<file path="config.mk">
export PLATFORM = sky130hd
export DESIGN_NAME = button_debouncer_n
export DESIGN_NICKNAME = d
export VERILOG_FILES = /design/src/rtl/debounce_pkg.sv /design/src/rtl/debounce_channel.sv /design/src/rtl/button_debouncer_n.sv
export SDC_FILE = /design/constraint.sdc
export NUM_CORES = 1
export LEC_CHECK = 0
export CORE_MARGIN = 4
export CORE_UTILIZATION = 35
export CTS_BUF_LIST = sky130_fd_sc_hd__clkbuf_4
export DETAILED_ROUTE_END_ITERATION = 16
export PLACE_DENSITY = 0.51
export SLEW_MARGIN = 0
export SYNTH_ARGS = -nofsm -noshare
export SYNTH_HDL_FRONTEND = slang
export SYNTH_HIERARCHICAL = 1
export SYNTH_SLANG_ARGS = --single-unit
</file>
<file path="constraint.sdc">
create_clock -name clk -period 3.7 [get_ports clk]
set_input_delay 0.37 -clock clk [delete_from_list [all_inputs] [get_ports clk]]
set_output_delay 0.37 -clock clk [all_outputs]
set_load 0.005 [all_outputs]
</file>
<file path="src/rtl/debounce_pkg.sv">
// -----------------------------------------------------------------------------
// debounce_pkg
//   Shared types and helpers for the multi-channel button/switch debouncer.
//   - rep_state_t : per-button auto-repeat FSM state
//   - cnt_width() : bits needed for a counter that must hold 0..max_val
//   - max2()      : larger of two integers, used to size shared counters
// -----------------------------------------------------------------------------
package debounce_pkg;

  typedef enum logic [1:0] {
    IDLE   = 2'd0,
    DELAY  = 2'd1,
    REPEAT = 2'd2
  } rep_state_t;

  function automatic int cnt_width(input int max_val);
    return (max_val < 1) ? 1 : $clog2(max_val + 1);
  endfunction

  function automatic int max2(input int a, input int b);
    return (a > b) ? a : b;
  endfunction

endpackage

</file>
<file path="src/rtl/debounce_channel.sv">
// -----------------------------------------------------------------------------
// debounce_channel
//   One button channel: 2-flop synchroniser, tick-based stability counter,
//   debounced level and an IDLE/DELAY/REPEAT auto-repeat FSM.
//
// Ports
//   clk           system clock
//   rst_n         asynchronous active-low reset
//   tick          debounce sample strobe from the shared tick generator
//   btn_raw       raw button pin, active-high, asynchronous
//   repeat_en     auto-repeat enable for this channel, synchronous
//   level         debounced button state
//   press         one-cycle pulse on accepted press or auto-repeat
//   release_pulse one-cycle pulse on accepted release
// -----------------------------------------------------------------------------
module debounce_channel
  import debounce_pkg::*;
#(
  parameter int STABLE_TICKS = 4,
  parameter int REPEAT_DELAY = 32,
  parameter int REPEAT_RATE  = 8
) (
  input  logic clk,
  input  logic rst_n,
  input  logic tick,
  input  logic btn_raw,
  input  logic repeat_en,
  output logic level,
  output logic press,
  output logic release_pulse
);

  localparam int STAB_W = cnt_width(STABLE_TICKS);
  localparam int REP_W  = cnt_width(max2(REPEAT_DELAY, REPEAT_RATE));

  // Counters compare against max-1 so the pulse lands on the same edge on
  // which the increment would have reached the limit.
  localparam logic [STAB_W-1:0] STAB_LAST  = STAB_W'(STABLE_TICKS - 1);
  localparam logic [REP_W-1:0]  DELAY_LAST = REP_W'(REPEAT_DELAY - 1);
  localparam logic [REP_W-1:0]  RATE_LAST  = REP_W'(REPEAT_RATE - 1);

  logic              sync1, sync2;
  logic [STAB_W-1:0] stab_cnt;
  logic [REP_W-1:0]  rep_cnt;
  rep_state_t        state;
  logic              accept, rise, fall;

  // NOTE: every signal written in always_comb gets a default first, so no
  // path leaves it unassigned and no latch is inferred.
  always_comb begin
    accept = 1'b0;
    rise   = 1'b0;
    fall   = 1'b0;
    if (tick && (sync2 != level) && (stab_cnt == STAB_LAST)) begin
      accept = 1'b1;
      rise   = ~level;
      fall   = level;
    end
  end

  // NOTE: sequential state uses non-blocking assignments so every flop in
  // this block samples the pre-edge values, independent of statement order.
  // The synchroniser flops are reset too: after reset the zero state is then
  // debounced toward the pins like any other change.
  always_ff @(posedge clk or negedge rst_n) begin
    if (!rst_n) begin
      sync1         <= 1'b0;
      sync2         <= 1'b0;
      stab_cnt      <= '0;
      level         <= 1'b0;
      state         <= IDLE;
      rep_cnt       <= '0;
      press         <= 1'b0;
      release_pulse <= 1'b0;
    end else begin
      sync1 <= btn_raw;
      sync2 <= sync1;

      if (tick) begin
        if (sync2 == level) begin
          stab_cnt <= '0;
        end else if (accept) begin
          stab_cnt <= '0;
          level    <= ~level;
        end else begin
          stab_cnt <= stab_cnt + STAB_W'(1);
        end
      end

      press         <= 1'b0;
      release_pulse <= 1'b0;

      // A falling level overrides anything the FSM would do this cycle,
      // which keeps press and release mutually exclusive.
      if (fall) begin
        state         <= IDLE;
        rep_cnt       <= '0;
        release_pulse <= 1'b1;
      end else begin
        case (state)
          IDLE: begin
            if (rise) begin
              state   <= DELAY;
              rep_cnt <= '0;
              press   <= 1'b1;
            end
          end
          DELAY: begin
            if (!repeat_en) begin
              rep_cnt <= '0;
            end else if (tick) begin
              if (rep_cnt == DELAY_LAST) begin
                press   <= 1'b1;
                state   <= REPEAT;
                rep_cnt <= '0;
              end else begin
                rep_cnt <= rep_cnt + REP_W'(1);
              end
            end
          end
          REPEAT: begin
            if (!repeat_en) begin
              state   <= DELAY;
              rep_cnt <= '0;
            end else if (tick) begin
              if (rep_cnt == RATE_LAST) begin
                press   <= 1'b1;
                rep_cnt <= '0;
              end else begin
                rep_cnt <= rep_cnt + REP_W'(1);
              end
            end
          end
          default: begin
            state   <= IDLE;
            rep_cnt <= '0;
          end
        endcase
      end
    end
  end

endmodule

</file>
<file path="src/rtl/button_debouncer_n.sv">
// -----------------------------------------------------------------------------
// button_debouncer_n
//   Multi-channel push-button debouncer with per-channel auto-repeat, plus a
//   debounced switch bank. Sits between board pins and drawing/colour control.
//
// Ports
//   clk           system clock (only clock)
//   rst_n         asynchronous active-low reset
//   btn_raw       raw button pins, active-high, asynchronous
//   sw_raw        raw switch pins, asynchronous
//   repeat_en     per-channel auto-repeat enable, synchronous
//   level         debounced button states
//   press         one-cycle pulses: accepted press or auto-repeat
//   release_pulse one-cycle pulses on accepted release
//   sw_out        debounced switch value
//   sw_changed    one-cycle pulse when sw_out updates
// -----------------------------------------------------------------------------
module button_debouncer_n
  import debounce_pkg::*;
#(
  parameter int NUM_BTN      = 2,
  parameter int SW_WIDTH     = 8,
  parameter int TICK_DIV     = 50000,
  parameter int STABLE_TICKS = 4,
  parameter int REPEAT_DELAY = 32,
  parameter int REPEAT_RATE  = 8
) (
  input  logic                clk,
  input  logic                rst_n,
  input  logic [NUM_BTN-1:0]  btn_raw,
  input  logic [SW_WIDTH-1:0] sw_raw,
  input  logic [NUM_BTN-1:0]  repeat_en,
  output logic [NUM_BTN-1:0]  level,
  output logic [NUM_BTN-1:0]  press,
  output logic [NUM_BTN-1:0]  release_pulse,
  output logic [SW_WIDTH-1:0] sw_out,
  output logic                sw_changed
);

  localparam int SW_CNT_W = cnt_width(STABLE_TICKS);
  localparam logic [SW_CNT_W-1:0] SW_LAST = SW_CNT_W'(STABLE_TICKS - 1);

  logic tick;

  // ---------------------------------------------------------------------------
  // Shared sample tick: high in the cycle the divider sits at TICK_DIV-1.
  // ---------------------------------------------------------------------------
  if (TICK_DIV == 1) begin : g_tick_every
    assign tick = 1'b1;
  end else begin : g_tick_div
    localparam int TW = cnt_width(TICK_DIV - 1);
    localparam logic [TW-1:0] TICK_LAST = TW'(TICK_DIV - 1);

    logic [TW-1:0] tick_cnt;

    always_ff @(posedge clk or negedge rst_n) begin
      if (!rst_n) begin
        tick_cnt <= '0;
      end else if (tick_cnt == TICK_LAST) begin
        tick_cnt <= '0;
      end else begin
        tick_cnt <= tick_cnt + TW'(1);
      end
    end

    assign tick = (tick_cnt == TICK_LAST);
  end

  // ---------------------------------------------------------------------------
  // Button channels
  // ---------------------------------------------------------------------------
  for (genvar i = 0; i < NUM_BTN; i++) begin : g_chan
    debounce_channel #(
      .STABLE_TICKS (STABLE_TICKS),
      .REPEAT_DELAY (REPEAT_DELAY),
      .REPEAT_RATE  (REPEAT_RATE)
    ) u_chan (
      .clk           (clk),
      .rst_n         (rst_n),
      .tick          (tick),
      .btn_raw       (btn_raw[i]),
      .repeat_en     (repeat_en[i]),
      .level         (level[i]),
      .press         (press[i]),
      .release_pulse (release_pulse[i])
    );
  end

  // ---------------------------------------------------------------------------
  // Switch bank, debounced as one vector. A sample only counts toward a change
  // if it matches the previous tick's sample, so a short excursion through an
  // intermediate value restarts the count instead of being loaded.
  // ---------------------------------------------------------------------------
  logic [SW_WIDTH-1:0] sw_sync1, sw_sync2, sw_prev;
  logic [SW_CNT_W-1:0] sw_cnt;

  always_ff @(posedge clk or negedge rst_n) begin
    if (!rst_n) begin
      sw_sync1   <= '0;
      sw_sync2   <= '0;
      sw_prev    <= '0;
      sw_cnt     <= '0;
      sw_out     <= '0;
      sw_changed <= 1'b0;
    end else begin
      sw_sync1   <= sw_raw;
      sw_sync2   <= sw_sync1;
      sw_changed <= 1'b0;
      if (tick) begin
        sw_prev <= sw_sync2;
        if ((sw_sync2 != sw_out) && (sw_sync2 == sw_prev)) begin
          if (sw_cnt == SW_LAST) begin
            sw_out     <= sw_sync2;
            sw_changed <= 1'b1;
            sw_cnt     <= '0;
          end else begin
            sw_cnt <= sw_cnt + SW_CNT_W'(1);
          end
        end else begin
          sw_cnt <= '0;
        end
      end
    end
  end

endmodule
</file>
==> flow_summary.json <==
{
  "path_delay_family": "simple AND/OR/NAND/NOR gates",
  "crit_top_cell": "or4_1",
  "synthToLayoutAreaGrowth_pct": 14.19,
  "place.gp.congestion": 0.8375,
  "swShare_pct": 24.71,
  "layout.area.seq_mm2": 0.002102,
  "rows": 38,
  "rr_worst_depth": 7,
  "worst_slew_pin_slew_ns": 0.8467,
  "synth_top_family_by_area": "simple AND/OR/NAND/NOR gates",
  "port_buffers": 28,
  "numCtsBuffers": 9,
  "via_count": 2723,
  "slew_violations": 0,
  "path_class": "flop to flop",
  "cts_resized": 0,
  "grtUsageMet2_pct": 19.56,
  "netlist_instances": 364,
  "cts.sinks": 84,
  "syn_area_mm2": 0.004038,
  "drv_cap": 0,
  "synth_edf_count": 0,
  "track_usage_pct": 12.79,
  "hold_path.class": "input pin to async pin",
  "hold_buffers": 0,
  "drcViolationCount": 0,
  "synth_xor_area_share_pct": 7.344,
  "die-area_mm2": 0.01332,
  "grt.overflow.total": 0,
  "yosysSeqAreaShare_pct": 52.06,
  "synth_top_area_share_pct": 52.06,
  "path_max_fanout": 22,
  "synthAdderAreaFrac_pct": 4.338,
  "wl_um": 7791,
  "hpwlAfterDp_um": 5298,
  "synth_compound_area_share_pct": 12.52,
  "h-tree-depth": 3,
  "worst_ep_required_time_ns": 4.07,
  "grt_max_degree": 69,
  "timing.slew.headroom_pct": 43.55,
  "drt_iter0_drc": 109,
  "die_w_um": 115.4,
  "final-setup-viol-count": 0,
  "rsz0062_at_grt": "false",
  "crit_slowest_cell": "or4_1",
  "ir_drop_mv": 0.1645,
  "first_pass_iters": 4,
  "sequentialPowerShare_pct": 61.5,
  "design.core.area_mm2": 0.01108,
  "cts_root_buffer": "clkbuf_4",
  "critPathArrivalTime_ns": 3.40,
  "wire_per_inst_um": 14.32,
  "status": "complete, no violations",
  "start_kind": "flop",
  "hold_violations": 0,
  "synth.most_common_cell": "dfrtp_1",
  "multi_input_area_mm2": 0.001847,
  "regToRegSetupSlack_ns": 0.67,
  "grt_pass1_vias": 2693,
  "initial_core_util_pct": 36.45,
  "crit_path_end_kind": "flop",
  "clkTransAtPathRegs_ns": 0.14,
  "crit_path_cell_trace": "or4b_1 -> or4_1 -> inv_2 -> and3b_1 -> a21boi_2 -> or4_1 -> o211ai_2",
  "tns_ns": 0,
  "busiest_layer": "met2",
  "clk_latency_ns": 0.44,
  "worstSetupStartpoint": "g_tick_div.tick_cnt[7]",
  "grt_use_met1_pct": 17.35,
  "fillers": 1072,
  "ys_async_sr_fraction_pct": 100.0,
  "postCtsSetupBuffers": 0,
  "synthSimpleGateAreaFrac_pct": 17.54,
  "synth_area_leaders": "dfrtp_1 52%, ha_1 4.3%, nand2_1 4.0%",
  "finalCritPeriodShare_pct": 81.78,
  "place_area_mm2": 0.004477,
  "p_sw_mw": 0.3859,
  "synth_cell_types": 70,
  "finalCriticalPeriod_ns": 3.026,
  "grtUsageMet3_pct": 4.421,
  "pwr-share-clk_pct": 33.5,
  "r2r-end": "g_chan[0].u_chan/rep_cnt[3]",
  "powerDensity_mw_per_mm2": 338.7,
  "synth.area.mux_share_pct": 3.998,
  "design_area_mm2": 0.004611,
  "syn_avg_cell_area_um2": 11.09,
  "cp_slowest_stage_delay_ns": 0.55,
  "critPathBufInv": 1,
  "yosysTopAreaCell": "dfrtp_1",
  "synth-seq-cells": 84,
  "clock_path_buffers": 2,
  "synth_common_cells": "84 x dfrtp_1, 43 x nand2_1, 18 x xor2_1",
  "grt_pass1_wl_um": 13320,
  "ios": 29,
  "r2r-start": "g_tick_div.tick_cnt[7]",
  "max_freq_mhz": 330.5,
  "antennaDiodeCount": 0,
  "antenna_found_initial": 0,
  "fp.dieH_um": 115.4,
  "nNetsFinal": 427,
  "cts_tree": "done",
  "synth_flop_cell": "dfrtp_1",
  "p_comb_share_pct": 5.0,
  "syn_nets": 392,
  "ys_warn_count": 6,
  "drive_above_1_share_pct": 10.64,
  "postRouteAntennaNets": 0,
  "internal-power_mw": 1.176,
  "vias_per_cell": 5.006,
  "fin_skew_ns": 0.01980,
  "p_leak_nw": 2.079
}
through the flow:
step                      worst slack (ns)  instances  util, %  hold WS [ns]  power [mW]
after floorplan                     0.4979        364        -       0.07441       1.009
after global placement              0.7560        528    40.41        0.3326       1.057
after detailed placement            0.7020        528    40.41        0.3347       1.058
after CTS                           0.6697        544    41.62       0.03462       1.592
after global routing                0.4886        544    41.62       0.06719       1.646
final                               0.6741        544    41.62       0.02944       1.561
how the worst max path moves through the flow:
stage,to,depth (start not counted)
after floorplan,g_chan[0].u_chan/rep_cnt[3],11
after global placement,g_chan[0].u_chan/rep_cnt[3],7
after detailed placement,g_chan[0].u_chan/rep_cnt[3],7
after CTS,g_chan[0].u_chan/rep_cnt[3],7
after global routing,g_chan[0].u_chan/rep_cnt[3],7
final,g_chan[0].u_chan/rep_cnt[3],7
cell usage in the layout (no fill, tap or decap), types with 3 or more instances in the layout:
cell,synthesis,final
o21ai_0,14,14
nor2b_1,6,6
clkbuf_4,0,9
o21ai_1,5,5
nand2_1,43,43
o22ai_1,4,4
o31ai_1,4,4
ha_1,14,14
mux2_4,8,8
and2_1,7,7
mux2i_1,3,3
buf_4,2,4
o21a_1,3,3
a211o_1,3,3
xnor2_1,14,14
and4_1,4,4
o2111ai_1,3,3
nor3_1,4,4
nand3_1,14,14
o211ai_1,3,3
nand2b_1,6,6
nand4_1,6,6
xor2_1,18,18
nor2_1,14,14
a31oi_1,3,3
clkdlybuf4s50_1,0,27
dfrtp_1,84,84
inv_1,13,13
o2bb2ai_1,4,4
a21oi_1,5,5
and3_1,3,3
power by group through the flow:
stage / combinational [mW] / clock, mW / sequential (mW)
global placement: 0.0795 / 0 / 0.978
detailed placement: 0.0806 / 0 / 0.977
finish: 0.0785 / 0.522 / 0.961
floorplan: 0.0370 / 0 / 0.972
CTS: 0.0808 / 0.551 / 0.961
global route: 0.0901 / 0.593 / 0.964
per-layer routing:
layer,vias up,wire length [um]
li1,1367,-
met1,1320,3856
met2,30,3605
met3,6,243
met4,0,85
met5,-,0
logic make-up (layout without fill, tap and decap cells):
kind of cell,Yosys count,after routing
and+or+nand+nor,130,130
AOI/OAI and AO/OA,70,70
buffers and inverters,21,61
xor gates and xnor gates,33,33
DFF,84,84
adders and majority gates,14,14
muxes,12,12
registers in the layout, indices dropped and copies added (netlist names), 3 cells and up:
signal                  flops
sw_cnt                      3
g_chan.u_chan/state         4
sw_sync1                    8
g_tick_div.tick_cnt        16
g_chan.u_chan/stab_cnt      6
sw_out                      8
sw_sync2                    8
sw_prev                     8
g_chan.u_chan/rep_cnt      12
layout make-up:
type	instances	share of cell area, %
clock buffers	9	1.465
clock inverters	7	1.438
inverters	14	1.140
multi-input cells	259	40.05
flip-flops and latches	84	45.59
well taps	140	3.799
repair buffers	31	6.513
Power figures use the tool's default switching activity.
